## src/rtl/serial_addsub_pkg.sv

```systemverilog
// Shared encodings and helpers for the bit-serial adder/subtractor.
// The state and op codes are visible to any controller that instantiates the block.
package serial_addsub_pkg;

  typedef enum logic [1:0] {
    ST_IDLE = 2'd0,
    ST_RUN  = 2'd1,
    ST_DONE = 2'd2
  } state_t;

  localparam logic OP_ADD = 1'b0;
  localparam logic OP_SUB = 1'b1;

  // Two's-complement overflow from operand MSBs and the final result MSB.
  function automatic logic signed_ovf(input logic sub, input logic a_msb,
                                      input logic b_msb, input logic r_msb);
    if (sub == OP_SUB)
      return (a_msb != b_msb) && (r_msb != a_msb);
    else
      return (a_msb == b_msb) && (r_msb != a_msb);
  endfunction

endpackage

```

## src/rtl/serial_addsub_fa_fs_cell.sv

```systemverilog
// One-bit full adder / full subtractor cell, purely combinational.
// sub=0 gives x+y+c with carry-out; sub=1 gives x-y-c with borrow-out.
module fa_fs_cell (
  input  logic x,
  input  logic y,
  input  logic c,
  input  logic sub,
  output logic d,
  output logic co
);

  assign d  = x ^ y ^ c;
  assign co = sub ? ((~x & y) | (c & ~(x ^ y)))
                  : ((x & y)  | (c & (x ^ y)));

endmodule

```

## src/rtl/serial_addsub.sv

```systemverilog
// Bit-serial WIDTH-bit adder/subtractor with start/busy/done handshake.
// Operands are consumed LSB-first; result fills from the MSB end by right-shifting.
module serial_addsub
  import serial_addsub_pkg::*;
#(
  parameter int WIDTH = 8,
  parameter int CNT_W = $clog2(WIDTH + 1)
) (
  input  logic             clk,
  input  logic             rst,
  input  logic             start,
  input  logic             op_sub,
  input  logic [WIDTH-1:0] a,
  input  logic [WIDTH-1:0] b,
  input  logic             cin,
  output logic             busy,
  output logic             done,
  output logic [WIDTH-1:0] result,
  output logic             cout,
  output logic             ovf
);

  localparam logic [CNT_W-1:0] LAST_CNT = CNT_W'(WIDTH - 1);

  state_t           state, state_nxt;
  logic [WIDTH-1:0] a_sr, b_sr;
  logic             carry, sub_q, a_msb, b_msb;
  logic [CNT_W-1:0] cnt;
  logic             cell_d, cell_co;
  logic             accept, last_bit;
  logic [WIDTH:0]   res_cat;

  assign accept   = start && ((state == ST_IDLE) || (state == ST_DONE));
  assign last_bit = (cnt == LAST_CNT);
  assign res_cat  = {cell_d, result};

  fa_fs_cell u_cell (
    .x  (a_sr[0]),
    .y  (b_sr[0]),
    .c  (carry),
    .sub(sub_q),
    .d  (cell_d),
    .co (cell_co)
  );

  always_ff @(posedge clk) begin
    if (rst) state <= ST_IDLE;
    else     state <= state_nxt;
  end

  always_comb begin
    state_nxt = state;
    case (state)
      ST_IDLE: if (start) state_nxt = ST_RUN;
      ST_RUN:  if (last_bit) state_nxt = ST_DONE;
      ST_DONE: state_nxt = start ? ST_RUN : ST_IDLE;
      default: state_nxt = ST_IDLE;
    endcase
  end

  always_comb begin
    busy = 1'b0;
    done = 1'b0;
    case (state)
      ST_RUN:  busy = 1'b1;
      ST_DONE: done = 1'b1;
      default: ;
    endcase
  end

  // Operand shift registers, carry flop, counter and result/flag capture.
  always_ff @(posedge clk) begin
    if (rst) begin
      result <= '0;
      cout   <= 1'b0;
      ovf    <= 1'b0;
      cnt    <= '0;
    end else if (accept) begin
      a_sr  <= a;
      b_sr  <= b;
      sub_q <= op_sub;
      carry <= cin;
      a_msb <= a[WIDTH-1];
      b_msb <= b[WIDTH-1];
      cnt   <= '0;
    end else if (state == ST_RUN) begin
      a_sr   <= a_sr >> 1;
      b_sr   <= b_sr >> 1;
      result <= res_cat[WIDTH:1];
      carry  <= cell_co;
      cnt    <= cnt + CNT_W'(1);
      if (last_bit) begin
        cout <= cell_co;
        ovf  <= signed_ovf(sub_q, a_msb, b_msb, cell_d);
      end
    end
  end

endmodule

```

## config.mk

```make
export PLATFORM = sky130hd
export DESIGN_NAME = serial_addsub
export DESIGN_NICKNAME = d
export VERILOG_FILES = /design/src/rtl/serial_addsub_pkg.sv /design/src/rtl/serial_addsub_fa_fs_cell.sv /design/src/rtl/serial_addsub.sv
export SDC_FILE = /design/constraint.sdc
export NUM_CORES = 1
export LEC_CHECK = 0
export BUFFER_PORTS_ARGS = -buffer_cell sky130_fd_sc_hd__buf_2
export CORE_MARGIN = 5
export CORE_UTILIZATION = 50
export DETAILED_ROUTE_END_ITERATION = 6
export GPL_ROUTABILITY_DRIVEN = 1
export PLACE_DENSITY = 0.71
export SKIP_LAST_GASP = 1
export SYNTH_ARGS = -nofsm -noshare
export SYNTH_HDL_FRONTEND = slang
export SYNTH_SLANG_ARGS = --single-unit
export TNS_END_PERCENT = 100
```

## constraint.sdc

```tcl
create_clock -name clk -period 4.3 [get_ports clk]
set_input_delay 0.215 -clock clk [delete_from_list [all_inputs] [get_ports clk]]
set_output_delay 0.215 -clock clk [all_outputs]
set_load 0.01 [all_outputs]
```

==> results of run 1 <==
-- metal layers --
| metal | global-route usage, % | routed length [microns] | vias to the layer above |
|---|---|---|---|
| met5 | 0 | 0 | - |
| li1 | - | - | 566 |
| met2 | 25.2 | 1410 | 30 |
| met1 | 16.4 | 1200 | 513 |
| met3 | 5.89 | 172 | 4 |
| met4 | 5.54 | 41 | 0 |
-- layout by cell type (no fill, tap or decap) --
master and instances:
sky130_fd_sc_hd__nand2b_2 1, sky130_fd_sc_hd__nand2b_1 2, sky130_fd_sc_hd__a31oi_1 2, sky130_fd_sc_hd__a21o_1 1, sky130_fd_sc_hd__inv_1 3, sky130_fd_sc_hd__and3_1 1, sky130_fd_sc_hd__nor2_1 4, sky130_fd_sc_hd__xor2_1 1
sky130_fd_sc_hd__clkbuf_4 5, sky130_fd_sc_hd__a211oi_1 2, sky130_fd_sc_hd__and2_1 2, sky130_fd_sc_hd__ha_1 1, sky130_fd_sc_hd__nand2_1 60, sky130_fd_sc_hd__xnor2_1 2, sky130_fd_sc_hd__buf_4 1, sky130_fd_sc_hd__nor2b_1 5
sky130_fd_sc_hd__edfxtp_1 20, sky130_fd_sc_hd__and2b_1 1, sky130_fd_sc_hd__buf_2 32, sky130_fd_sc_hd__fa_1 2, sky130_fd_sc_hd__clkbuf_1 2, sky130_fd_sc_hd__o21ai_0 1, sky130_fd_sc_hd__nand3_1 1, sky130_fd_sc_hd__dfxtp_1 16
sky130_fd_sc_hd__nand3b_1 1, sky130_fd_sc_hd__clkinv_2 1, sky130_fd_sc_hd__a21oi_1 13, sky130_fd_sc_hd__inv_2 1, sky130_fd_sc_hd__mux2i_1 2, sky130_fd_sc_hd__or3_1 1
-- cell type report --
class / count / area (sq um)
multi-input cells: 106 / 542
clock buffers: 7 / 45.0
flip-flops and latches: 36 / 921
well taps: 33 / 41.3
inverters: 4 / 15.0
repair buffers: 33 / 168
clock inverters: 1 / 5.00
fillers: 278 / 1240
-- power by group --
part           internal [W]  leakage [nW]  switching, W
logic             0.0000258         0.415     0.0000417
registers          0.000384         0.319    0.00000784
clock network     0.0000638        0.0293      0.000104
-- registers in the layout, indices dropped and copies added (netlist names) --
| name | cells |
|---|---|
| sub_q | 1 |
| b_sr | 8 |
| a_msb | 1 |
| carry | 1 |
| a_sr | 8 |
| ovf | 1 |
| result | 8 |
| state | 2 |
| b_msb | 1 |
| cout | 1 |
| cnt | 4 |
-- kinds of logic (layout without fill, tap and decap cells) --
kind of cell             after synthesis  in the layout
multiplexers                           2              2
AO/OA/AOI/OAI                         19             19
adder cells (fa/ha/maj)                3              3
buffers and inverters                 10             45
AND/OR/NAND/NOR                       79             79
flip-flops                            36             36
XOR/XNOR                               3              3
-- through the flow --
step	total power, W	instance area [sq um]	setup WS (ns)
after detailed placement	0.000469	1690	2.62
final	0.000627	1740	2.64
after global routing	0.000662	1740	2.48
after CTS	0.000633	1740	2.61
after floorplan	0.000445	1510	2.20
after global placement	0.000465	1690	2.64
-- how the worst max path moves through the flow --
stage                   from      end  cells past startpoint
floorplan           state[0]  a_sr[0]                      4
global placement    state[0]  b_sr[5]                      3
detailed placement  state[0]  b_sr[6]                      3
CTS                 state[0]    carry                      3
global route        state[0]  b_sr[0]                      3
finish              state[0]    carry                      3
==> results, run 1 <==
- CTS placed an instance of sky130_fd_sc_hd__clkbuf_4 at the clock tree root.
- The wire length of the first global-routing pass is 4.72 mm.
- The fraction of final layout cells sized beyond drive strength 1 is 21.9%.
- The number of hold violations in the final report is 0.
- The data required time of the worst path is 4.33 ns.
- The floorplan step defined a die boundary enclosing 0.00421 sq mm.
- The top cell type's share of synthesized area is 39.8%.
- The net count after synthesis is 176.
- The final-report max-slew violation count is 0.
- Using the TritonRoute via totals, the vias-per-cell ratio works out to 5.06.
- The total negative slack is 0 ns.
- The worst min-delay path endpoint is sub_q.
- CTS built an H-tree with a depth of 2.
- The final-report setup violation count is 0.
- The share of cell area taken by muxes after synthesis is 1.33%.
- The cell count after synthesis is 152.
- The startpoint type of the worst setup path is a flop.
- After synthesis, the share of flip-flops with an asynchronous set or reset is 0%.
- The total half-perimeter wirelength after legalization and detailed placement is 2.11 mm.
- The total clock buffers created by CTS is 5.
- The endpoint identified for the worst register-to-register timing path is carry.
- Measured on the finished design, the core utilization comes to 58.3%.
- The final cycle utilization of the critical path is 38.6%.
- In this run, the number of DRC markers left after iteration 0 of detailed routing was 46.
- The biggest area contributor in the post-synthesis netlist is sky130_fd_sc_hd__edfxtp_1.
- The register-to-register setup slack is 2.64 ns.
- The horizontal extent of the die is 64.9 microns.
- The initialized floorplan defines 20 standard-cell rows.
- The flip-flop and latch count after synthesis is 36.
- Clock-pin slew was measured on the worst setup and hold paths at 0.10 ns.
- The via count of the first global-routing pass is 1111.
- The number of antenna diodes in the final layout is 0.
- The post-synthesis to final-layout area growth is 15.2%.
- The number of enable-type register cells in the synthesized netlist is 20.
- The static leakage power is 0.763 nW.
- Clock latency on the worst-skew pair, taken at its later pin, is 0.33 ns.
- The remaining max-slew budget at the tightest pin is 53.9%.
- The area of the core is 0.00298 sq mm.
- Among all flip-flop cells after synthesis, the most frequent one is sky130_fd_sc_hd__edfxtp_1.
- The worst-case hold slack is 0.0548 ns.
- The first detailed-routing pass ran for 4 iterations.
- The clock arrives with 0.0120 ns of skew.
- The start of the worst register-to-register path is state[0].
- The area fraction in compound gates after synthesis is 6.97%.
- The worst register-to-register path has a depth of 3.
- The buffers plus inverters on the worst setup path is 1.
- The startpoint identified for the worst hold timing path is op_sub.
- The simple logic cell fraction of the synthesized area is 22.4%.
- The number of maximum-capacitance constraint violations is 0.
- The tightest min-delay check is of the input port to flop type.
- The total routing resource utilization after global routing is 14.8%.
- TritonCTS built the clock tree.
- On the worst path, the slowest cell contributes a delay of 0.47 ns.
- The number of gates given a new drive strength after cts is 0.
- The overflow left after global routing is 0.
- Once the clock tree was built, the setup fixing pass inserted 0 buffers.
- The peak ir drop on the vdd network is 0.204 mV.
- In this run the cell area of the synthesized design comes to 0.00151 sq mm.
- The maximum buffer depth of the clock tree is 2.
- The signal on the critical path passes through nand2b_1 > a21oi_1 > buf_4.
- For this run, the register share of the synthesized area comes to 61.1%.
- The count of synthesis-stage warnings from yosys is 0.
- Derived from the worst setup path, the maximum achievable clock frequency is 602 MHz.
- The final critical path time including I/O delays and setup is 1.66 ns.
- Entering global routing, the biggest net connects 21 pins.
- Once the floorplan was initialized, standard cells occupied 50.6% of the core.
- By area, the combinational part of the netlist is dominated by simple AND/OR/NAND/NOR gates.
- The detailed-route via count is 1113.
- At the pin with the least slew margin, the transition time is 0.692 ns.
- The slowest stage of the critical path is the sky130_fd_sc_hd__nand2b_1 cell.
- The final routed DRC violation total is 0.
- Setup repair after global routing left no endpoint under its margin.
- The total power divided by cell area is 361 mW/mm^2.
- Summing the areas of all fa, ha and maj instances in the mapped netlist gives 3.49% of the synthesized area.
- By count the netlist is led by sky130_fd_sc_hd__nand2_1, sky130_fd_sc_hd__edfxtp_1, sky130_fd_sc_hd__dfxtp_1.
- The count of antenna-violating nets left after detailed routing is 0.
- The sort of element at the end of the critical path is a flop.
- The die is 64.9 microns tall.
- The post-layout instance count excluding filler cells is 220.
- For the worst setup path, the data arrival time is 1.69 ns.
- The number of I/O port buffers is 32.
- The number of distinct library cells after synthesis is 28.
- Yosys instantiated no cell more often than sky130_fd_sc_hd__nand2_1.
- The average footprint of a synthesized cell is 9.92 sq um.
- The clock net in this run drives a total of 36 sinks.
- In the final routed layout, each cell accounts on average for 12.8 microns.
- After synthesis, the cell types taking the most area are sky130_fd_sc_hd__edfxtp_1, sky130_fd_sc_hd__dfxtp_1, sky130_fd_sc_hd__nand2_1.
- The synthesized netlist devotes 1.74% of its cell area to XOR and XNOR gates.
- Along the worst hold path, the cell count comes to 1.
- The top-level port count is 33.
- Hold repair after CTS inserted 0 buffers.
- The highest fanout seen on the critical path is 20.
- The kind of critical path is flop to flop.
- The number of placed instances, taps included, is 212.
- For this run, the post-layout net count is 210.
- On the critical path the largest part of the delay comes from simple AND/OR/NAND/NOR gates.
- The number of antenna violations at the first check in global routing is 0.
- The flow ran to the end, and the final reports show no timing, DRC or antenna violations.
- At the end of routability-driven placement, the weighted congestion stood at 0.748.
- The routed design has 2.82 mm of wire.
No activity file was read; power rests on OpenSTA's default activity.
==> run 2, diff against run 1 <==
clock period = 1.7 ns   (was 4.3 ns; I/O delays follow)
==> results, run 2 (synthesis gave the netlist of run 1 again) <==
- The wire length of the first global-routing pass is 4.86 mm (+3.1%).
- The data required time of the worst path was 1.62 ns (-2.71 ns).
- The final setup skew is 0.00841 ns (-0.00358 ns).
- The post-route total power is 0.00165 W (+160%).
- The final routed DRC violation total is 0 (unchanged).
- STA classifies the critical path endpoint as an output port.
- The worst-path cell with the longest stage delay is sky130_fd_sc_hd__dfxtp_1.
- The most common library cell in the layout ignoring fill and taps is sky130_fd_sc_hd__nand2_1.
- The area of all placed cells without fillers came to 0.00186 sq mm (+7.1%).
- The area growth from synthesis to layout is 23.3%.
- The total routed wirelength is 2.81 mm (-0.35%).
- The maximum buffer depth of the clock tree is 2 (unchanged).
- The post-layout instance count excluding filler cells was 231 (+5.0%).
- The worst setup margin is 0.187 ns (-2.45 ns).
- The peak ir drop on the vdd network is 0.561 mV (+170%).
- The total of fill cells in the finished design is 247 (-11%).
- The number of maximum-capacitance constraint violations is 0 (unchanged).
- The final-report setup violation count is 0 (unchanged).
- The total clock buffers created by CTS is 5 (unchanged).
- The timing-limited maximum frequency is 661 MHz.
- Traced cell by cell, the critical path runs through nand2b_2 > inv_2 > buf_2.
- The final cycle utilization of the critical path is 89.0%.
- The register-to-register setup slack is 0.19 ns (-2.45 ns).
- The transition at the pin with the smallest max-transition slack is 0.485 ns (-0.207 ns).
- The static leakage power is 0.815 nW (+6.9%).
- The number of hold violations in the final report is 0 (unchanged).
- The initial core utilization is 50.6% (unchanged).
- The overflow left after global routing is 0 (unchanged).
- The area of the core came to 0.00298 sq mm (unchanged).
- The count of antenna-violating nets left after detailed routing is 0 (unchanged).
- The fraction of final layout cells sized beyond drive strength 1 came to 22.7% (+0.80 points).
- The most critical setup path has its endpoint at busy.
- The horizontal extent of the die is 64.9 microns (unchanged).
- The worst setup slack before clock tree synthesis was 0.190 ns (-2.43 ns).
- The antenna cell count is 0 (unchanged).
- The total power divided by cell area is 890 mW/mm^2 (+150%).
- The maximum level of the CTS H-tree is 2 (unchanged).
- Setup repair after global routing left no endpoint under its margin.
- The start of the worst register-to-register path is b_sr[0].
- The total routing resource utilization after global routing came to 15.2% (+0.47 points).
- The clock latency at the later pin of the worst-skew pair is 0.33 ns (about the same).
- The classification of the worst-slack hold path is input port to flop.
- The timing startpoint of the critical path is state[0].
- The largest net degree at the start of global routing is 17 (-19%).
- The delay of the slowest cell on the worst path was 0.43 ns (-0.04 ns).
- The row count is 20 (unchanged).
- The number of I/O port buffers came to 32 (unchanged).
- The final-report max-slew violation count was 0 (unchanged).
- The post-place instance area was 0.00172 sq mm (+2.0%).
- The iteration count of the initial detailed-routing pass is 4 (unchanged).
- The flow ran to the end, and the final reports show no timing, DRC or antenna violations.
- The final routed wire length divided by cell count is 12.2 microns (-5.1%).
- The worst path needs 1.51 ns of the cycle, external delays included.
- The remaining max-slew budget at the tightest pin is 67.7% (+14 points).
- The violation count after the first detailed-routing iteration is 47 (+2.2%).
- The net total in the final layout is 221 (+5.2%).
- The worst register-to-register path ends at ovf.
- The highest fanout seen on the critical path is 14 (-30%).
- The tree is rooted in a sky130_fd_sc_hd__clkbuf_4.
- The TritonCTS sink count came to 36 (unchanged).
- The full die area is 0.00421 sq mm (unchanged).
- The path depth of the worst reg2reg path is 5 (+2).
- The total instance count after detailed placement was 215 (+1.4%).
- The largest registers in the layout are a_sr (8), b_sr (8), result (8).
- The critical path in this run is classified as flop to output port.
- The number of vias per cell after detailed routing is 5.05 (-0.14%).
- The routability-driven placement congestion ratio is 0.820 (+9.7%).
- The worst setup path is launched from a flop.
- The total half-perimeter wirelength after legalization and detailed placement is 2.05 mm (-2.9%).
- The clock transition at the registers of the reported paths is 0.10 ns (about the same).
- The top-level port count is 33 (unchanged).
- The total negative slack was 0 ns (unchanged).
- The library cells used most frequently in the layout, excluding fill and tap cells, are sky130_fd_sc_hd__nand2_1, sky130_fd_sc_hd__buf_2, sky130_fd_sc_hd__edfxtp_1.
- The via count of the first global-routing pass is 1167 (+5.0%).
- The die boundary height is 64.9 microns (unchanged).
- The data arrival time at the worst-slack endpoint is 1.43 ns (-0.26 ns).
- The detailed-route via count is 1167 (+4.9%).
- The number of antenna violations at the first check in global routing was 0 (unchanged).
- TritonCTS built the clock tree.
[run 2: changes by cell type in the layout (fill, tap and decap cells not counted), sizes merged]
cell,delta
dlygate4sd3,+8
buf,+3
clkbuf,+1
clkinv,-1
[run 2: metrics by stage]
step                util [%]  hold slack (ns)
floorplan                  -            0.154
global placement        57.8            0.263
detailed placement      57.8            0.264
CTS                     61.8          0.00198
global route            62.4          0.00785
finish                  62.4           0.0168
[run 2: report_power, final]
part / total, W / switching, W / internal [W] / leakage, nW
registers: 0.000992 / 0.0000201 / 0.000972 / 0.319
clock network: 0.000466 / 0.000262 / 0.000204 / 0.0326
logic: 0.000197 / 0.000111 / 0.0000860 / 0.464
total: 0.00165 / 0.000392 / 0.00126 / 0.815
[run 2: how the worst min path moves through the flow]
| stage | from | endpoint | slack (ns) | depth (start not counted) |
|---|---|---|---|---|
| floorplan | rst | result[7] | 0.15 | 1 |
| global placement | op_sub | sub_q | 0.26 | 1 |
| detailed placement | op_sub | sub_q | 0.26 | 1 |
| CTS | a[5] | a_sr[5] | 0.002 | 3 |
| global route | a[4] | a_sr[4] | 0.008 | 3 |
| finish | a[4] | a_sr[4] | 0.02 | 3 |
[run 2: layout make-up]
cell class	count	area [sq um]	area share (%)
inverter	4	15.0	0.808
sequential	36	921	49.5
timing repair buffer	44	270	14.5
clock buffer	8	58.8	3.16
tap	33	41.3	2.22
multi-input combinational	106	553	29.7
[run 2: what timing repair did]
action / CTS / global route
hold buffers: 6 / 2
gates resized for setup: 0 / 0
setup buffers: 0 / 0
hold endpoints to repair: 6 / 2
[run 2: worst max-delay path: cells and delay by family, from the launching register on]
kind	cells	cell delay, ns
buffers and inverters	2	0.44
flip-flops	1	0.43
AND/OR/NAND/NOR	1	0.23
[run 2: metal layers]
| metal | global-route usage, % | up-vias | wire length (microns) |
|---|---|---|---|
| met5 | 0 | - | 0 |
| met4 | 5.54 | 0 | 51 |
| met3 | 5.89 | 7 | 147 |
| met2 | 27.1 | 27 | 1420 |
| met1 | 16.2 | 545 | 1190 |
| li1 | - | 588 | - |
==> run 3, diff against run 2 <==
==> constraint.sdc (replaced) <==
create_clock -name clk -period 1.7 [get_ports clk]
set_input_delay 0.34 -clock clk [delete_from_list [all_inputs] [get_ports clk]]
set_output_delay 0.34 -clock clk [all_outputs]
set_load 0.01 [all_outputs]
==> results, run 3 (synthesis gave the netlist of run 1 again) <==
- The final-report max-slew violation count was 0 (unchanged).
- The number of vias per cell after detailed routing is 5.11 (+1.2%).
- The peak ir drop on the vdd network is 0.570 mV (+1.8%).
- In the layout the commonest cells are sky130_fd_sc_hd__nand2_1, sky130_fd_sc_hd__buf_2, sky130_fd_sc_hd__edfxtp_1.
- The routability-driven placement congestion ratio is 0.805 (-1.8%).
- The highest fanout seen on the critical path was 14 (unchanged).
- The classification of the worst-slack hold path is input port to flop.
- The final routed wire length divided by cell count is 12.9 microns (+6.2%).
- The worst-path cell with the longest stage delay is sky130_fd_sc_hd__dfxtp_1.
- The delay of the slowest cell on the worst path is 0.45 ns (+0.02 ns).
- The net total in the final layout is 212 (-4.1%).
- The flow ran to the end, and the final reports show no timing, DRC or antenna violations.
- The iteration count of the initial detailed-routing pass is 4 (unchanged).
- The largest registers in the layout are a_sr (8), b_sr (8), result (8).
- The overflow left after global routing came to 0 (unchanged).
- The final setup skew was 0.0117 ns (+0.00328 ns).
- The static leakage power is 0.777 nW (-4.7%).
- The fraction of final layout cells sized beyond drive strength 1 is 23.3% (+0.55 points).
- The count of antenna-violating nets left after detailed routing is 0 (unchanged).
- The clock transition at the registers of the reported paths came to 0.11 ns (about the same).
- The detailed-route via count was 1135 (-2.7%).
- The data required time of the worst path is 1.36 ns (-0.26 ns).
- The full die area is 0.00421 sq mm (unchanged).
- The die boundary height was 64.9 microns (unchanged).
- The clock latency at the later pin of the worst-skew pair is 0.34 ns (about the same).
- The total power divided by cell area came to 927 mW/mm^2 (+4.1%).
- The worst setup path is of the flop to output port kind.
- The total routed wirelength is 2.87 mm (+2.1%).
- The TritonCTS sink count is 36 (unchanged).
- The total half-perimeter wirelength after legalization and detailed placement is 2.07 mm (+1.1%).
- The top-level port count is 33 (unchanged).
- The most common library cell in the layout ignoring fill and taps is sky130_fd_sc_hd__nand2_1.
- The total clock buffers created by CTS came to 5 (unchanged).
- TritonCTS built the clock tree.
- The final routed DRC violation total is 0 (unchanged).
- The data arrival time at the worst-slack endpoint is 1.26 ns (-0.17 ns).
- The final critical path time including I/O delays and setup is 1.60 ns (+0.0870 ns).
- The area of all placed cells without fillers is 0.00178 sq mm (-4.2%).
- The startpoint type of the worst setup path is a flop.
- The final-report setup violation count is 0 (unchanged).
- The number of maximum-capacitance constraint violations is 0 (unchanged).
- The initial core utilization came to 50.6% (unchanged).
- The wire length of the first global-routing pass is 5.11 mm (+5.1%).
- The number of hold violations in the final report is 0 (unchanged).
- The number of antenna violations at the first check in global routing is 0 (unchanged).
- The violation count after the first detailed-routing iteration was 70 (+49%).
- The maximum buffer depth of the clock tree is 2 (unchanged).
- The sort of element at the end of the critical path is an output port.
- Setup repair after global routing left no endpoint under its margin.
- The transition at the pin with the smallest max-transition slack is 0.487 ns (+0.00131 ns).
- The total of fill cells in the finished design came to 274 (+11%).
- The timing-limited maximum frequency came to 625 MHz (-5.4%).
- The root buffer cell chosen for the clock tree is sky130_fd_sc_hd__clkbuf_4.
- The final cycle utilization of the critical path was 94.1% (+5.1 points).
- The remaining max-slew budget at the tightest pin is 67.6% (-0.088 points).
- The number of hold buffers added after CTS is 0 (-6).
- The total negative slack is 0 ns (unchanged).
- The largest net degree at the start of global routing is 18 (+1).
- The row count is 20 (unchanged).
- The number of gates given a new drive strength after cts is 3 (+3).
- The number of I/O port buffers is 32 (unchanged).
- The horizontal extent of the die is 64.9 microns (unchanged).
- The total routing resource utilization after global routing is 16.1% (+0.83 points).
- Walking the worst path, the cells encountered are nand2b_4 > inv_6 > buf_2.
- The post-CTS repair timing setup buffer count is 0 (unchanged).
- The post-place instance area came to 0.00171 sq mm (-0.44%).
- The via count of the first global-routing pass is 1220 (+4.5%).
- The area of the core is 0.00298 sq mm (unchanged).
- The maximum level of the CTS H-tree is 2 (unchanged).
- The antenna cell count is 0 (unchanged).
- The area growth from synthesis to layout is 18.2%.
-- run 3: cell count changes in the layout (fill, tap and decap cells not counted), sizes merged --
cell,before,now
dlygate4sd3,8,0
buf,36,35
-- run 3: power by group --
part           total (W)  switching (W)  internal [W]
Clock           0.000476       0.000272      0.000204
Sequential      0.000992      0.0000206      0.000972
Combinational   0.000183       0.000110     0.0000732
Total            0.00165       0.000402       0.00125
-- run 3: worst paths after layout --
check	end	start	slack [ns]	depth (start not counted)
worst max-delay path	busy	state[0]	0.10	3
worst min-delay path	sub_q	op_sub	0.17	1
worst max register to register	ovf	b_sr[0]	0.16	5
worst min register to register	result[0]	result[0]	0.47	2
-- run 3: per-layer routing --
layer  wire [microns]  vias to the layer above  track usage [%]
met5                0                        -                0
met4               48                        0             7.12
met3              144                        6             6.07
met2             1470                       23             29.1
met1             1200                      537             16.1
li1                 -                      569                -
-- run 3: worst max-delay path, delay by kind of cell, from the launching register on --
family,cells,cell delay (ns)
flops,1,0.45
buf+inv,2,0.29
simple gates,1,0.18
-- run 3: layout make-up --
cell class / instances / area [sq um] / area share [%]
Clock buffer: 8 / 58.8 / 3.30
Tap cell: 33 / 41.3 / 2.32
Multi-Input combinational cell: 106 / 558 / 31.3
Timing Repair Buffer: 35 / 183 / 10.3
Sequential cell: 36 / 921 / 51.7
Inverter: 4 / 20.0 / 1.12
-- run 3: per-stage QoR --
stage,setup WS [ns],hold slack [ns],utilization (%),power (W),cells
after global routing,0.0118,0.159,59.8,0.00173,222
after detailed placement,0.170,0.456,57.5,0.00119,214
final,0.100,0.169,59.8,0.00165,222
after global placement,0.234,0.442,57.5,0.00118,214
after floorplan,0.151,0.409,-,0.00113,152
after CTS,0.0915,0.158,59.8,0.00167,222
